$ cat config.mk
export PLATFORM = sky130hd
export DESIGN_NAME = display_scan_mux
export DESIGN_NICKNAME = d
export VERILOG_FILES = /design/src/rtl/display_scan_mux.sv
export SDC_FILE = /design/constraint.sdc
export NUM_CORES = 1
export LEC_CHECK = 0
export ABC_AREA = 1
export CAP_MARGIN = 20
export CELL_PAD_IN_SITES_DETAIL_PLACEMENT = 0
export CELL_PAD_IN_SITES_GLOBAL_PLACEMENT = 1
export CORE_MARGIN = 3
export CORE_UTILIZATION = 35
export CTS_CLUSTER_DIAMETER = 40
export DETAILED_ROUTE_END_ITERATION = 10
export GPL_TIMING_DRIVEN = 0
export PLACE_DENSITY_LB_ADDON = 0.08
export RECOVER_POWER = 25
export SLEW_MARGIN = 40
export SYNTH_ARGS = -nofsm -noshare
export SYNTH_HDL_FRONTEND = slang
export SYNTH_SLANG_ARGS = --single-unit
$ cat constraint.sdc
create_clock -name CLK -period 3 [get_ports CLK]
set_input_delay 0.3 -clock CLK [delete_from_list [all_inputs] [get_ports CLK]]
set_output_delay 0.3 -clock CLK [all_outputs]
set_load 0.01 [all_outputs]
$ cat src/rtl/display_scan_mux.sv
// display_scan_mux
//   Time-multiplexed driver for an N-digit common-anode seven-segment display.
//   A prescaler sets the dwell time per digit. The scan index walks downward
//   through the enabled digits only. Each digit can blink, and a frame strobe
//   marks every wrap of the scan.
//
// Ports
//   CLK    system clock; all state changes on the rising edge
//   RST    synchronous, active-high reset
//   EN     per-digit enable mask; a 0 bit skips and blanks that digit
//   BLINK  per-digit blink request
//   DIN    packed codes; digit i is DIN[i*DATA_W +: DATA_W]; digit 0 is rightmost
//   an     active-low anodes; at most one bit is low
//   out    code of the lit digit; 0 when nothing is lit
//   sel    current scan index
//   frame  one-cycle strobe on the tick where the scan wraps
module display_scan_mux #(
  parameter int NUM_DIGITS   = 4,
  parameter int DATA_W       = 5,
  parameter int TICK_DIV     = 100000,
  parameter int BLINK_FRAMES = 64
) (
  input  logic                         CLK,
  input  logic                         RST,
  input  logic [NUM_DIGITS-1:0]        EN,
  input  logic [NUM_DIGITS-1:0]        BLINK,
  input  logic [NUM_DIGITS*DATA_W-1:0] DIN,
  output logic [NUM_DIGITS-1:0]        an,
  output logic [DATA_W-1:0]            out,
  output logic [$clog2(NUM_DIGITS)-1:0] sel,
  output logic                         frame
);

  localparam int unsigned ND     = NUM_DIGITS;
  localparam int          IDX_W  = $clog2(NUM_DIGITS);
  localparam int          CNT_W  = (TICK_DIV > 1) ? $clog2(TICK_DIV) : 1;
  localparam int          FCNT_W = (BLINK_FRAMES > 1) ? $clog2(BLINK_FRAMES) : 1;

  localparam logic [IDX_W-1:0]  LAST_IDX  = IDX_W'(NUM_DIGITS - 1);
  localparam logic [CNT_W-1:0]  CNT_LAST  = CNT_W'(TICK_DIV - 1);
  localparam logic [FCNT_W-1:0] FCNT_LAST = FCNT_W'(BLINK_FRAMES - 1);

  typedef enum logic {
    PHASE_ON  = 1'b0,
    PHASE_OFF = 1'b1
  } blink_phase_e;

  logic [CNT_W-1:0]  cnt_q,   cnt_d;
  logic [IDX_W-1:0]  idx_q,   idx_d;
  logic [FCNT_W-1:0] fcnt_q,  fcnt_d;
  blink_phase_e      phase_q, phase_d;

  logic              tick;
  logic              any_en;
  logic [IDX_W-1:0]  next_idx;
  logic              wrap;

  logic [DATA_W-1:0] digit [NUM_DIGITS];
  logic [IDX_W-1:0]  eff_idx;
  blink_phase_e      eff_phase;
  logic              lit;

  always_comb begin
    for (int unsigned i = 0; i < ND; i++) begin
      digit[i] = DIN[i*DATA_W +: DATA_W];
    end
  end

  assign tick   = (cnt_q == CNT_LAST);
  assign any_en = |EN;

  // Search idx-1, idx-2, ... (wrapping) for the first enabled digit.
  // The current digit is never a candidate. When nothing else is enabled,
  // the index stays where it is.
  always_comb begin
    logic             found;
    int unsigned      cand;
    logic [IDX_W-1:0] cand_idx;
    next_idx = idx_q;
    found    = 1'b0;
    cand     = 0;
    cand_idx = '0;
    for (int unsigned k = 1; k < ND; k++) begin
      cand     = (32'(idx_q) + ND - k) % ND;
      cand_idx = IDX_W'(cand);
      if (!found && EN[cand_idx]) begin
        next_idx = cand_idx;
        found    = 1'b1;
      end
    end
  end

  // A wrap is any advance that does not move to a lower index. This also
  // covers staying put when a single digit is enabled.
  assign wrap = tick & any_en & (next_idx >= idx_q);

  // While reset is held, the outputs already show the post-reset state.
  assign eff_idx   = RST ? LAST_IDX : idx_q;
  assign eff_phase = RST ? PHASE_ON : phase_q;
  assign lit       = EN[eff_idx] & ~(BLINK[eff_idx] & (eff_phase == PHASE_OFF));

  always_comb begin
    an = '1;
    if (lit) begin
      an[eff_idx] = 1'b0;
    end
    out = lit ? digit[eff_idx] : '0;
  end

  assign sel   = eff_idx;
  assign frame = wrap & ~RST;

  always_comb begin
    cnt_d   = tick ? '0 : cnt_q + CNT_W'(1);
    idx_d   = (tick && any_en) ? next_idx : idx_q;
    fcnt_d  = fcnt_q;
    phase_d = phase_q;
    if (wrap) begin
      if (fcnt_q == FCNT_LAST) begin
        fcnt_d  = '0;
        phase_d = (phase_q == PHASE_ON) ? PHASE_OFF : PHASE_ON;
      end else begin
        fcnt_d = fcnt_q + FCNT_W'(1);
      end
    end
  end

  always_ff @(posedge CLK) begin
    if (RST) begin
      cnt_q   <= '0;
      idx_q   <= LAST_IDX;
      fcnt_q  <= '0;
      phase_q <= PHASE_ON;
    end else begin
      cnt_q   <= cnt_d;
      idx_q   <= idx_d;
      fcnt_q  <= fcnt_d;
      phase_q <= phase_d;
    end
  end

endmodule
==> summary.md <==
| Metric | Value |
|---|---|
| CP startpoint kind | input pin |
| Required time worst endpoint | 2.70 ns |
| CTS Buffer Depth | 2 |
| Vias | 2,012 |
| Htree depth | 1 |
| WL per Instance | between 10 and 15 um |
| Rel. slew slack | 71.6% |
| Largest net degree at the start of global routing | 15 |
| Status | finished clean |
| CP Max Fanout | 3 |
| Starting Density | ~37% |
| Max Cap Viol | 0 |
| Reg clk slew, reported paths | 0.08 ns |
| Top-level port count | 42 |
| Drt total wl | between 4 and 5 mm |
| CTS tree | done |
| Part of the cycle the worst path needs | approximately 93% |
| Worst-Margin Slew | 0.422 ns |
| Core Box Area | slightly above 0.005 mm^2 |
| Num Clock Sinks | 26 |
| Post-synthesis sequential area ratio | 27.3% |
| Post-DRT Antenna Nets | 0 |
| Die W | 79.8 um |
| Post-Syn Area | 0.00191 mm^2 |
| # DRC | 0 |
| Post-place setup slack | -0.326 ns |
| CTS Buf Count | 3 |
| Max Fclk | 357 MHz |
| Post-Synthesis Cells | between 300 and 400 |
| # diodes | 0 |
| Slew Viols, Final | 0 |
| Skew-Pair Late Insertion Delay | between 0.2 and 0.3 ns |
| Crit path kind | in -> out |
| R2R depth | 17 |
| WP data arrival | about 2.5 ns |
| Worst vdd ir | 0.000213 V |
| Pwr/cell area | 279 mW/mm^2 |
| Top routing layer used | met4 |
| P_leak | 0.000987 uW |
| Count of cell types in the netlist | 36 |
| #FFs+latches synth | 26 |
| Post-Route Skew | 0.00912 ns |
| First-pass iteration count of the detailed router | 4 |
| Die area | around 0.0064 mm^2 |
| Register area | 526 um^2 |
| Count of input and output buffers | 40 |
| CP peak stage delay | about 0.48 ns |
| Layout cell share with drive strength beyond 1 | 13.8% |
| Nets | between 300 and 400 |
| Global router's overall resource usage | 16.7% |
| Final min period | 2.80 ns |
| Met2 routed WL | ~2.3 mm |
| Synthesis Warnings | 0 |
| Post-detail-place hpwl | 3.90 mm |
| CP max-delay cell | clkdlybuf4s50_1 |
| WL met3 | ~180 um |
| Worst path cell trace | clkdlybuf4s50_1, inv_1, o21ai_2, nand2_1, nand2_2, inv_1, nand2_1, nand3_1, and2_1, ha_1, nand2_1, nand2_2, nand3_2, nor2_1, clkdlybuf4s15_1 |
| Dpl cells | between 400 and 500 |
| Routed vias/inst | 4.81 |
| Finish-stage setup viols | 0 |
| Clock Root Buffer | clkbuf_8 |
| # fillers | 559 |
| GRT overflow | 0 |
| Number of global-route vias before repair | roughly 1,900 |
| Routability congestion estimate | 0.754 |
| Syn nets | between 300 and 400 |
| Area of the multi-input gates | 0.00120 mm^2 |
| Crit end category | output pin |
| First-pass GRT wire length | around 8.5 mm |
| Initial antenna violation count | 0 |
| Worst path most repeated cell | nand2_1 |
| Hold Violations, Final | 0 |
| Reg-to-reg slack, setup | 0.64 ns |
| Synthesized area per cell | ~6.3 um^2 |
| WL met1 | around 2.5 mm |
| Syn-to-layout area delta | 29.7% |
| Std cell rows | 26 |
| Finished Layout Cells | between 400 and 500 |
| Starting DRT DRC Count | 55 |
| Final WS setup | 0.200 ns |
| WHS Path Cells | 2 |
| Hold Crit Class | in -> reg |
| Chip height | 79.8 um |
## placed cells by master (no fill, tap or decap), types with 2 or more instances in the layout
cell type        instances
ha_1                     4
clkdlybuf4s50_1         38
nor3_1                   4
inv_2                    9
o21ai_1                  2
a22oi_1                  8
o21ai_0                  6
xor2_1                   5
nand4_1                  5
a21oi_1                 20
dfxtp_1                 24
nor2_4                   3
nand2_4                  2
nor2_2                   7
clkbuf_8                 4
nand2_1                 73
buf_6                    2
nand3_2                  3
inv_1                   33
nor2_1                  39
buf_4                    2
o21ai_2                  2
nand2_2                  6
nand3_1                 28
## cells by family after synthesis
| group | share of synthesized area (%) |
|---|---|
| adders and majority gates | 2.62 |
| buffers and inverters | 9.71 |
| AOI/OAI and AO/OA | 12.6 |
| and+or+nand+nor | 45.0 |
| DFF | 27.3 |
| xor gates and xnor gates | 2.76 |
## timing repair
action / in CTS / in global routing
pin swaps: 1 / 2
cloned: 0 / 0
gates resized for setup: 7 / 4
setup buffers: 1 / 1
setup endpoints to repair: 1 / 1
hold buffers: 0 / 0
## cells in the mapped netlist
library cell / instances / area (um^2)
nand2_4: 2 / 22.5
a21oi_1: 21 / 105
nor3b_1: 1 / 7.51
inv_2: 10 / 37.5
buf_4: 1 / 7.51
o21ai_1: 3 / 15.0
nand4_1: 5 / 31.3
nor2b_1: 1 / 6.26
and2_1: 1 / 6.26
nor3_4: 1 / 16.3
xnor2_1: 1 / 8.76
nand3_1: 28 / 140
a22oi_1: 8 / 60.1
nor4_1: 1 / 6.26
nor3b_2: 1 / 12.5
nand2_1: 75 / 282
o211ai_1: 1 / 7.51
o21ai_2: 1 / 8.76
nor3_1: 4 / 20.0
nor2_4: 4 / 45.0
nand2_2: 4 / 25.0
nor2_1: 36 / 135
xor2_1: 5 / 43.8
o21ai_0: 6 / 30.0
or2_2: 1 / 6.26
nand3_2: 3 / 30.0
ha_1: 4 / 50.1
buf_2: 1 / 5.00
o21bai_1: 1 / 7.51
buf_6: 1 / 11.3
nor3_2: 1 / 10.0
nor2_2: 9 / 56.3
dfxtp_1: 26 / 521
a31oi_1: 1 / 6.26
clkinv_1: 1 / 3.75
inv_1: 32 / 120
## worst max-delay path, delay by kind of cell
family	cells	cell delay [ns]
compound gates	1	0.16
fa+ha+maj	1	0.31
buf+inv	4	0.84
simple gates	9	0.88
## state kept, by name (all words and copies together) (netlist names)
name	flops
phase_q	1
fcnt_q	6
cnt_q	17
idx_q	2
## area by class of cell
class,count,share of cell area [%]
buffer,3,1.11
sequential,26,21.2
tap,70,3.54
timing repair buffer,42,16.8
multi-input combinational,230,48.6
inverter,43,6.53
clock buffer,4,2.23
## metal layers
layer	track usage (%)	vias up
li1	-	1069
met4	4.22	0
met2	28.2	29
met5	0	-
met1	21.7	910
met3	2.93	4
## power breakdown
group          switching, uW  internal (uW)
logic                   49.9           63.4
registers               2.28            347
clock network            111            117
total                    163            528
## metrics by stage
stage                TNS, ns  cell area [um^2]  power, uW  hold slack, ns  utilization (%)
floorplan                  0              1910        409           0.418                -
global placement      -0.311              2390        465           0.432             46.3
detailed placement    -0.326              2390        466           0.447             46.3
CTS                        0              2470        706           0.225             47.8
global route        -0.00588              2470        727           0.226             47.8
finish                     0              2470        691           0.235             47.8
## path summary, 6_finish.rpt
kind | start | endpoint
worst max-delay path | EN[0] | frame
worst min-delay path | RST | phase_q$_SDFFE_PP0P_
worst max register to register | idx_q[0]$_SDFFE_PP1P_ | fcnt_q[4]$_SDFFE_PP0P_
worst min register to register | cnt_q[0]$_SDFF_PP0_ | cnt_q[0]$_SDFF_PP0_
Power figures use the tool's default switching activity.
==> RTL change 1: new RTL, config.mk and constraints unchanged <==
The parameter `BLINK_FRAMES` goes from 64 to 32.
--- a/src/rtl/display_scan_mux.sv
+++ b/src/rtl/display_scan_mux.sv
@@ -18,7 +18,7 @@
   parameter int NUM_DIGITS   = 4,
   parameter int DATA_W       = 5,
   parameter int TICK_DIV     = 100000,
-  parameter int BLINK_FRAMES = 64
+  parameter int BLINK_FRAMES = 32
 ) (
   input  logic                         CLK,
   input  logic                         RST,
Formal check against the unedited RTL: same outputs for any inputs over 10 cycles, from zero or initial values and one cycle with RST high; that may be too few to reach the edited logic, so the function may still have changed.
==> RTL change 1 against the unedited design <==
  * Sequential cell count is 1 lower
  * Final area is 1.1% higher
  * Worst setup slack better by 0.22 ns
  * Utilization is 0.36 points lower
  * Count of clock-buffer cells in the layout is 1 lower
  * Wire length is 1.8% lower
  * Power is 3.7% lower
  * Synthesized area is 3.3% higher
  * Critical path depth stayed put
  * Cell count is 2.6% lower
  * Register-to-register slack worse by 0.03 ns
  * Largest power group unchanged
  * Highest routed layer unchanged
==> RTL change 1: results (changes against the unedited design) <==
[metrics] max-slew headroom at the worst pin: 0.573 (-0.143)
[metrics] number of vias in the routed layout: 1905 (-5.3%)
[metrics] Critical R2R Capture: fcnt_q[2]
[metrics] total global routing track utilization: 0.155 (-0.0110)
[metrics] worst-case vdd ir drop: 172 uV (-19%)
[metrics] Total Nets Final: 373 (-2.6%)
[metrics] total power density per cell area: 266 nW/um2 (-4.8%)
[metrics] Cell Area, Placed: 2460 um2 (+2.6%)
[metrics] Final GP Congestion: 0.777 (+3.0%)
[metrics] met1 track demand over resource in global routing: 0.217 (about the same)
[metrics] post-synthesis sequential area ratio: 0.254 (-0.0188)
[metrics] Sw Pwr: 0.174 mW (+6.7%)
[metrics] commonest cells in the synthesized netlist: nand2_1 (73), inv_1 (30), nor2_1 (29)
[metrics] Seq. pwr: 0.337 mW (-4%)
[metrics] largest registers: cnt_q: 17 flops, fcnt_q: 5 flops, idx_q: 2 flops
[metrics] run status: completed
[metrics] count of distinct cell types in the synthesized netlist: 34 (-5.6%)
[metrics] met3 Resource Use GR: 0.0222 (-0.00717)
[metrics] Setup crit start: idx_q[0]
[metrics] first-pass GRT wire length: 8070 um (-5.3%)
[metrics] metal1 wirelength: 2380 um (-3.8%)
[metrics] post-synthesis share of cell area spent on full adders, half adders and majority gates: 0.0318 (+0.00552)
[metrics] detailed router's first-iteration violation count: 54 (-1.8%)
[metrics] Critical Path Max Stage Delay: 0.36 ns (-0.12 ns)
[metrics] total length of routed met3 wires: 159 um (-13%)
[metrics] reported leakage power: 1.00 nW (+1.4%)
[metrics] Area contributors post-synth: dfxtp_1 (25%), nand2_1 (14%), inv_1 (5.7%), nor2_1 (5.5%), nand4_1 (4.8%)
[metrics] number of global-route vias before repair: 1720 (-11%)
[metrics] critical path peak fanout: 9 (+6)
[metrics] amount of wire on met2 after detailed routing: 2270 um (+0.13%)
[metrics] highest clock frequency the design can meet: 387 MHz (+8.4%)
[metrics] post-route clock skew: 0.0139 ns (+0.00477 ns)
[metrics] nets in the synthesized netlist: 325 (-3.3%)
[metrics] clock power share: 0.322 (-0.008)
[metrics] pre-CTS worst setup slack: -0.205 ns (+0.121 ns)
[metrics] Register-to-Register Setup Slack: 0.61 ns (-0.03 ns)
[metrics] number of buffers inserted during clock tree synthesis: 3 (unchanged)
[metrics] FFs w/ async S/R, synth: 0 (unchanged)
[metrics] met2 Resource Use GR: 0.242 (-0.0399)
[metrics] CP max stage cell: dfxtp_1
[metrics] XOR/XNOR share of the synthesized area: 0.0222 (-0.00532)
[metrics] detailed placer's ending HPWL: 3770 um (-3.3%)
[metrics] share of cells above drive strength 1: 0.166 (+0.0282)
[metrics] capture endpoint of the worst hold path: fcnt_q[0]
[metrics] maximum number of pins on one net before global-route repair: 16 (+1)
[metrics] Routed Wire Length: 4880 um (-1.8%)
[metrics] worst path arrival time: 2.28 ns (-0.22 ns)
[metrics] area fraction in compound gates after synthesis: 0.116 (-0.0104)
[metrics] cell count of the worst reg-to-reg path: 16 (-1)
[RTL change 1: cell types whose count changed in the layout (fill, tap and decap cells not counted), moves of 3 or more]
cell     delta
nand2_2     +3
nand3_1    -10
o21ai_0     -3
nor2_1      -7
nand4_1    +10
[RTL change 1: cell type report]
type / count / area [um2]
fillers: 576 / 2770
flip-flops and latches: 25 / 500
clock inverters: 1 / 7.51
plain buffers: 2 / 22.5
inverters: 44 / 180
well taps: 70 / 87.6
clock buffers: 3 / 41.3
multi-input cells: 219 / 1240
repair buffers: 43 / 424
[RTL change 1: through the flow]
stage,hold slack (ns),setup TNS [ns],instances,util
detailed placement,0.433,-0.205,400,0.466
floorplan,0.413,0,290,-
global route,0.251,0,407,0.475
finish,0.258,0,407,0.475
global placement,0.421,-0.199,400,0.466
CTS,0.257,0,405,0.477
[RTL change 1: what timing repair did]
item / in CTS / in global routing
pin swaps: 1 / 0
gates resized for setup: 3 / 1
setup buffers: 1 / 2
endpoints found under the setup margin: 1 / 1
hold buffers: 0 / 0
==> RTL change 2: new RTL, same flow settings <==
Without the edit above. Put a register stage on the outputs `sel` and `frame`, with the module's reset. The values now appear one clock later. The other outputs are not delayed to match. Comments in the files are not updated.
--- a/src/rtl/display_scan_mux.sv
+++ b/src/rtl/display_scan_mux.sv
@@ -107,8 +107,15 @@
     out = lit ? digit[eff_idx] : '0;
   end
 
-  assign sel   = eff_idx;
-  assign frame = wrap & ~RST;
+  always_ff @(posedge CLK) begin
+    if (RST) begin
+      sel   <= '0;
+      frame <= '0;
+    end else begin
+      sel   <= eff_idx;
+      frame <= wrap & ~RST;
+    end
+  end
 
   always_comb begin
     cnt_d   = tick ? '0 : cnt_q + CNT_W'(1);
Behaviour: not the same (a bounded check fails within 4 cycles, from zero or initial values and one cycle with RST high).
==> RTL change 2 against the unedited design <==
  * Sequential cell count rose by 3
  * Synthesized area rose by 2.3%
  * Sequential power rose by 12%
  * Power rose by 19%
  * Utilization rose by 0.29 points
  * Worst setup slack improved by 0.072 ns
  * Hold slack improved by 0.23 ns
  * Die area rose by 2.1%
  * Combinational power fell by 7%
  * Final area rose by 1.9%
  * Wire length fell by 0.72%
  * Clock skew fell by 0.0054 ns
  * Critical endpoint is now out[0]
==> RTL change 2: results (changes against the unedited design) <==
[metrics] detailed router's first-iteration violation count: 89 (+62%)
[metrics] number of global-route vias before repair: 1863 (-3.2%)
[metrics] share of cells above drive strength 1: 0.0694 (-0.0685)
[metrics] per-cell via count in the routed design: 4.79 (-0.57%)
[metrics] maximum number of pins on one net before global-route repair: 11 (-4)
[metrics] post-CTS setup buffers: 0 (-1)
[metrics] Register-to-Register Setup Slack: 0.50 ns (-0.14 ns)
[metrics] Clock Pin Slew Worst Setup and Hold Paths: 0.06 ns (-0.02 ns)
[metrics] post-synthesis sequential area ratio: 0.298 (+0.0247)
[metrics] capture endpoint of the worst hold path: cnt_q[0]
[metrics] cell count of the worst reg-to-reg path: 15 (-2)
[metrics] Area contributors post-synth: dfxtp_1 (30%), nand2_1 (16%), nand3_1 (7.7%), nor2_1 (7.7%), inv_1 (7.3%)
[metrics] cells resized by post-CTS repair: 0 (-7)
[metrics] Placed Cells incl. Taps: 423 (+2.7%)
[metrics] detailed placer's ending HPWL: 3860 um (-1.0%)
[metrics] Total Nets Final: 394 (+2.9%)
[metrics] met2 Resource Use GR: 0.251 (-0.0313)
[metrics] Max H-tree Level: 2 (+1)
[metrics] Worst Hold Class: flip-flop to flip-flop
[metrics] Critical R2R Capture: fcnt_q[0]
[metrics] Final GP Congestion: 0.851 (+13%)
[metrics] dominant delay contributor by cell family on the critical path: buffers and inverters
[metrics] synthesized instance count: 312 (+3.3%)
[metrics] reported leakage power: 1.03 nW (+4.3%)
[metrics] total global routing track utilization: 0.164 (-0.00230)
[metrics] Critical Path Max Stage Delay: 0.54 ns (+0.06 ns)
[metrics] max-slew headroom at the worst pin: 0.649 (-0.0669)
[metrics] cell depth of the worst min-delay path: 1 (-1)
[metrics] worst-case vdd ir drop: 234 uV (+9.9%)
[metrics] met1 track demand over resource in global routing: 0.226 (+0.00844)
[metrics] met3 Resource Use GR: 0.0348 (+0.00541)
[metrics] nets in the synthesized netlist: 346 (+3.0%)
[metrics] run status: completed
[metrics] Hold Slack: 0.461 ns (+0.226 ns)
[metrics] number of vias in the routed layout: 2058 (+2.3%)
[metrics] Cell Area, Placed: 2450 um2 (+2.2%)
[metrics] critical path peak fanout: 10 (+7)
## RTL change 2: metrics by stage
stage                      util  total power [mW]
final                     0.481             0.819
after global routing      0.481             0.860
after CTS                 0.484             0.837
after detailed placement  0.468             0.509
after global placement    0.468             0.509
after floorplan               -             0.449
## RTL change 2: final cells by class
type,instances,area (um2)
multi-input combinational,238,1160
clock buffer,7,86.3
timing repair buffer,41,410
fill,581,2720
sequential,29,581
tap,70,87.6
inverter,41,159
buffer,4,33.8
## RTL change 2: power by group
part	switching (mW)	leakage [nW]	internal [mW]
logic	0.0452	0.750	0.0603
registers	0.00308	0.235	0.390
clock network	0.139	0.0443	0.181
## RTL change 2: worst max path at each step
stage / start / cells after the start / to / slack [ns]
6_report: RST / 9 / out[0] / 0.27
5_1_grt: RST / 10 / out[0] / 0.05
4_1_cts: RST / 9 / out[0] / 0.23
3_5_place_dp: RST / 9 / out[2] / 0.23
3_3_place_gp: RST / 9 / out[1] / 0.23
2_1_floorplan: idx_q[1] / 18 / phase_q / 0.85
## RTL change 2: logic make-up (layout without fill, tap and decap cells)
logic type,after synthesis,in the layout,synth area share
and+or+nand+nor,184,184,0.426
AOI/OAI and AO/OA,46,46,0.134
buffers and inverters,45,93,0.0988
DFF,29,29,0.298
adders and majority gates,4,4,0.0257
xor gates and xnor gates,4,4,0.0180
## RTL change 2: per-layer routing
metal / share of wire / wire length, um / vias to the layer above
met4: 0.014 / 67 / 0
met1: 0.51 / 2490 / 904
met3: 0.035 / 173 / 8
li1: - / - / 1114
met5: 0 / 0 / -
met2: 0.45 / 2200 / 32
